===== src/rtl/regbank8_wr.sv =====
// Write side of an 8 x WIDTH register bank: one-entry pending buffer behind a valid/ready
// handshake, one-hot commit into the array, and two combinational read ports with optional bypass.
module regbank8_wr #(
   parameter int WIDTH  = 16,
   parameter bit BYPASS = 1'b1
) (
   input  logic             clk,
   input  logic             rst_n,
   input  logic             wr_valid,
   output logic             wr_ready,
   input  logic [2:0]       wr_addr,
   input  logic [WIDTH-1:0] wr_data,
   input  logic             stall,
   input  logic [2:0]       rd_addr1,
   input  logic [2:0]       rd_addr2,
   output logic [WIDTH-1:0] rd_data1,
   output logic [WIDTH-1:0] rd_data2,
   output logic [7:0]       dirty,
   output logic [7:0]       wr_count
);

   logic [WIDTH-1:0] regs [8];
   logic             pend_valid;
   logic [2:0]       pend_addr;
   logic [WIDTH-1:0] pend_data;
   logic             accept;
   logic             commit;
   logic [7:0]       wr_en;

   // The buffer can take a new entry when empty or when its current entry drains this edge.
   assign wr_ready = !pend_valid || !stall;
   assign accept   = wr_valid && wr_ready;
   assign commit   = pend_valid && !stall;

   // NOTE: default assigned first so every path drives wr_en and no latch is inferred.
   always_comb begin
      wr_en = '0;
      if (commit) wr_en[pend_addr] = 1'b1;
   end

   // NOTE: non-blocking assignments in clocked blocks so all state updates see pre-edge values.
   always_ff @(posedge clk or negedge rst_n) begin
      if (!rst_n) begin
         pend_valid <= 1'b0;
         pend_addr  <= '0;
         pend_data  <= '0;
      end else if (accept) begin
         pend_valid <= 1'b1;
         pend_addr  <= wr_addr;
         pend_data  <= wr_data;
      end else if (commit) begin
         pend_valid <= 1'b0;
      end
   end

   // NOTE: the array is reset because reads after reset must return zero.
   for (genvar g = 0; g < 8; g++) begin : g_reg
      always_ff @(posedge clk or negedge rst_n) begin
         if (!rst_n)        regs[g] <= '0;
         else if (wr_en[g]) regs[g] <= pend_data;
      end
   end

   always_ff @(posedge clk or negedge rst_n) begin
      if (!rst_n) begin
         dirty    <= 8'h00;
         wr_count <= 8'h00;
      end else if (commit) begin
         dirty    <= dirty | wr_en;
         wr_count <= wr_count + 8'd1;
      end
   end

   always_comb begin
      rd_data1 = regs[rd_addr1];
      rd_data2 = regs[rd_addr2];
      if (BYPASS && pend_valid && (rd_addr1 == pend_addr)) rd_data1 = pend_data;
      if (BYPASS && pend_valid && (rd_addr2 == pend_addr)) rd_data2 = pend_data;
   end

endmodule


===== config.mk =====
export PLATFORM = sky130hd
export DESIGN_NAME = regbank8_wr
export DESIGN_NICKNAME = d
export VERILOG_FILES = /design/src/rtl/regbank8_wr.sv
export SDC_FILE = /design/constraint.sdc
export NUM_CORES = 1
export LEC_CHECK = 0
export CORE_MARGIN = 2
export CORE_UTILIZATION = 55
export CTS_BUF_LIST = sky130_fd_sc_hd__clkbuf_8
export DETAILED_ROUTE_END_ITERATION = 6
export DONT_BUFFER_PORTS = 1
export PLACE_DENSITY = 0.78
export REMOVE_ABC_BUFFERS = 1
export SLEW_MARGIN = 40
export SYNTH_ARGS = -nofsm -noshare
export SYNTH_HDL_FRONTEND = slang
export SYNTH_SLANG_ARGS = --single-unit
export TNS_END_PERCENT = 50

===== constraint.sdc =====
create_clock -name clk -period 2.4 [get_ports clk]
set_input_delay 0.48 -clock clk [delete_from_list [all_inputs] [get_ports clk]]
set_output_delay 0.48 -clock clk [all_outputs]
set_load 0.02 [all_outputs]

==> results.cfg <==
[status]
status = complete, but fails checks
violations = negative hold slack, negative setup slack

[final_layout]
layout.nets = 566
multi_input_area_um2 = 4400
diodes = 0
fin_area_um2 = 9430
drive_gt1_share_pct = 63.4
area_delta_synth_final_pct = 6.09
instances_no_fill = 765
ff_latch_area_um2 = 4110
fillers = 1252

[worst_setup_path]
timing.critical_path.cells = mux4_2 > mux2_4 > mux2_4
cp_slowest_cell = mux4_2
critPathMostFrequentCell = mux2_4
critPathKind = reg2out
crit_required_ps = 1920
cp.arrival_ps = 1940
crit_family = multiplexers
slowest_delay_ps = 480
start_kind = flip-flop
end_kind = primary output
worstPathMaxFanout = 3
critPathBufInv = 0

[floorplan]
die_x_um = 131
start_util_pct = 56.2
dieArea_um2 = 17200
row_count = 46
core_area_um2 = 15800
fp.dieH_um = 131
io_pins = 78

[place]
postPlaceCellArea_um2 = 8940
port_buffers = 0
globalplace.congestion = 0.768
dp.cells = 717
pre_cts_ws_ps = 265
dp_hpwl_mm = 11.0

[detailed_routing]
drt_iter0_markers = 316
via_count = 4866
firstDrtPassIters = 4
drc_errors = 0
wl_per_cell_um = 25.7
vias_per_cell = 6.36
routed_wl_mm = 19.6
antenna_left = 0

[timing]
setup_violations = 6
relSlewSlack_pct = 71.2
drv_slew = 0
rsz0062_at_grt = true
clock-skew-final_ps = 8.29
holdWs_ps = -285
fin_crit_sh_pct = 101
layout_setup_ws_ps = -20.2
fin_crit_ps = 2420
tns_ps = -50.2
max_freq_mhz = 413
tightest_slew_ps = 432
hold_viol = 164

[clock_tree]
h-tree-depth = 4
clockRootBuffer = clkbuf_8
clkLatencyLatePin_ps = 450
cts.sinks = 164
clockBufferDepth = 2
cts_made_buffers = 17
clkTransAtPathRegs_ps = 80
tritoncts = built

[logic_synthesis]
synth_area_um2 = 8890
synth.top_cell.area_share_pct = 46.2
syn_inst = 542
synth-edff-count = 0
avgSynthCellArea_um2 = 16.4
synth_seq_area_share_pct = 46.2
ys_types = 26
ys_top_cells_by_area = dfrtp_1 46%, mux2_2 25%, mux4_1 19%, mux2_4 1.9%, buf_6 1.3%
synthFlopType = dfrtp_1
synthArstFlopShare_pct = 100
yosys.area.top_type = dfrtp_1
ys_warn_count = 0
synth_seq_cells = 164

[power]
p_total_uw = 11200
power_density_nw_per_um2 = 1190
ir_drop_uv = 666
static-leakage-power_uw = 0.00399

[grt]
grt_start_max_net_pins = 165
grt_util_all_layers_pct = 23.9
grt.overflow.total = 0
grt_pass1_wl_mm = 31.1
first_global_vias = 5221
antenna_found_initial = 1

[hold_path]
hold_path.class = in2async

[job]
drv_cap = 0
Yosys cell counts (3+ instances only):
cell / n
buf_2: 12
buf_4: 6
buf_6: 10
clkbuf_1: 25
dfrtp_1: 164
mux2_2: 201
mux2_4: 11
mux4_1: 64
nand2_1: 5
nand2b_1: 5
nand4_1: 6
nor3b_2: 3
or2_2: 4
xnor2_1: 12
metal layers:
layer / share of wire, % / track usage, % / routed length, µm
met5: 0.066 / 0 / 13
met4: 0.82 / 5.56 / 161
met3: 6.1 / 6.52 / 1190
met2: 50 / 38.7 / 9800
met1: 43 / 32.6 / 8480
path summary, 6_finish.rpt:
check	startpoint	to	slack (ps)	cells past startpoint
setup / recovery	regs[116]$_DFFE_PN0P_	rd_data1[4]	-20	3
hold / removal	rst_n	pend_valid$_DFFE_PN0P_	-290	0
setup reg to reg	pend_addr[0]$_DFFE_PN0P_	regs[24]$_DFFE_PN0P_	490	5
hold reg to reg	regs[86]$_DFFE_PN0P_	regs[86]$_DFFE_PN0P_	530	1
max in group asynchronous	rst_n	pend_addr[0]$_DFFE_PN0P_	2340	0
min in group clk	wr_valid	pend_valid$_DFFE_PN0P_	130	1
metrics by stage:
stage,utilization (%),hold WS [ps]
global placement,56.5,188
CTS,59.5,-317
detailed placement,56.5,188
floorplan,-,184
finish,59.6,-285
global route,59.6,-334
layout make-up:
cell class | count | share of cell area, %
clock buffer | 21 | 3.06
clock inverter | 11 | 1.15
multi-input combinational | 324 | 46.6
sequential | 164 | 43.5
tap | 216 | 2.86
timing repair buffer | 29 | 2.77
kinds of logic (layout without fill, tap and decap cells):
logic type / after synthesis / after routing / share of synthesized area, %
multiplexers: 276 / 276 / 46.2
AND/OR/NAND/NOR: 34 / 34 / 2.65
adder cells (fa/ha/maj): 1 / 1 / 0.141
flip-flops: 164 / 164 / 46.2
XOR/XNOR: 13 / 13 / 1.28
buffers and inverters: 54 / 61 / 3.56
flip-flops by register name (all words and copies together), names as in the netlist:
| signal | cells |
|---|---|
| regs | 128 |
| pend_valid | 1 |
| pend_addr | 3 |
| pend_data | 16 |
| dirty | 8 |
| wr_count | 8 |
cell usage in the layout (no fill, tap or decap), types with 2 or more instances in the layout:
cell / instances
mux2_2: 161
dfrtp_1: 161
mux4_2: 62
mux2_4: 51
buf_4: 25
clkbuf_8: 21
xnor2_1: 11
nand4_1: 6
nand2_1: 5
nand2b_1: 5
clkinv_2: 5
or2_2: 4
nor3b_2: 3
dfrtp_2: 3
mux4_1: 2
nand3b_2: 2
and3_1: 2
inv_1: 2
bufinv_16: 2
repair_timing:
item                                   4_1_cts  5_1_grt
endpoints found under the hold margin      164      164
setup endpoints to repair                   32       32
resized for setup                          103       10
gates cloned                                 1        0
pin swaps                                    3        0
buffers inserted                            13        2
report_power, final:
part | switching (µW) | total (µW) | internal (µW) | leakage, µW
Combinational | 1400 | 4100 | 2710 | 0.00183
Clock | 964 | 1980 | 1020 | 0.000214
Sequential | 1170 | 5150 | 3980 | 0.00195
Power figures use the tool's default switching activity.
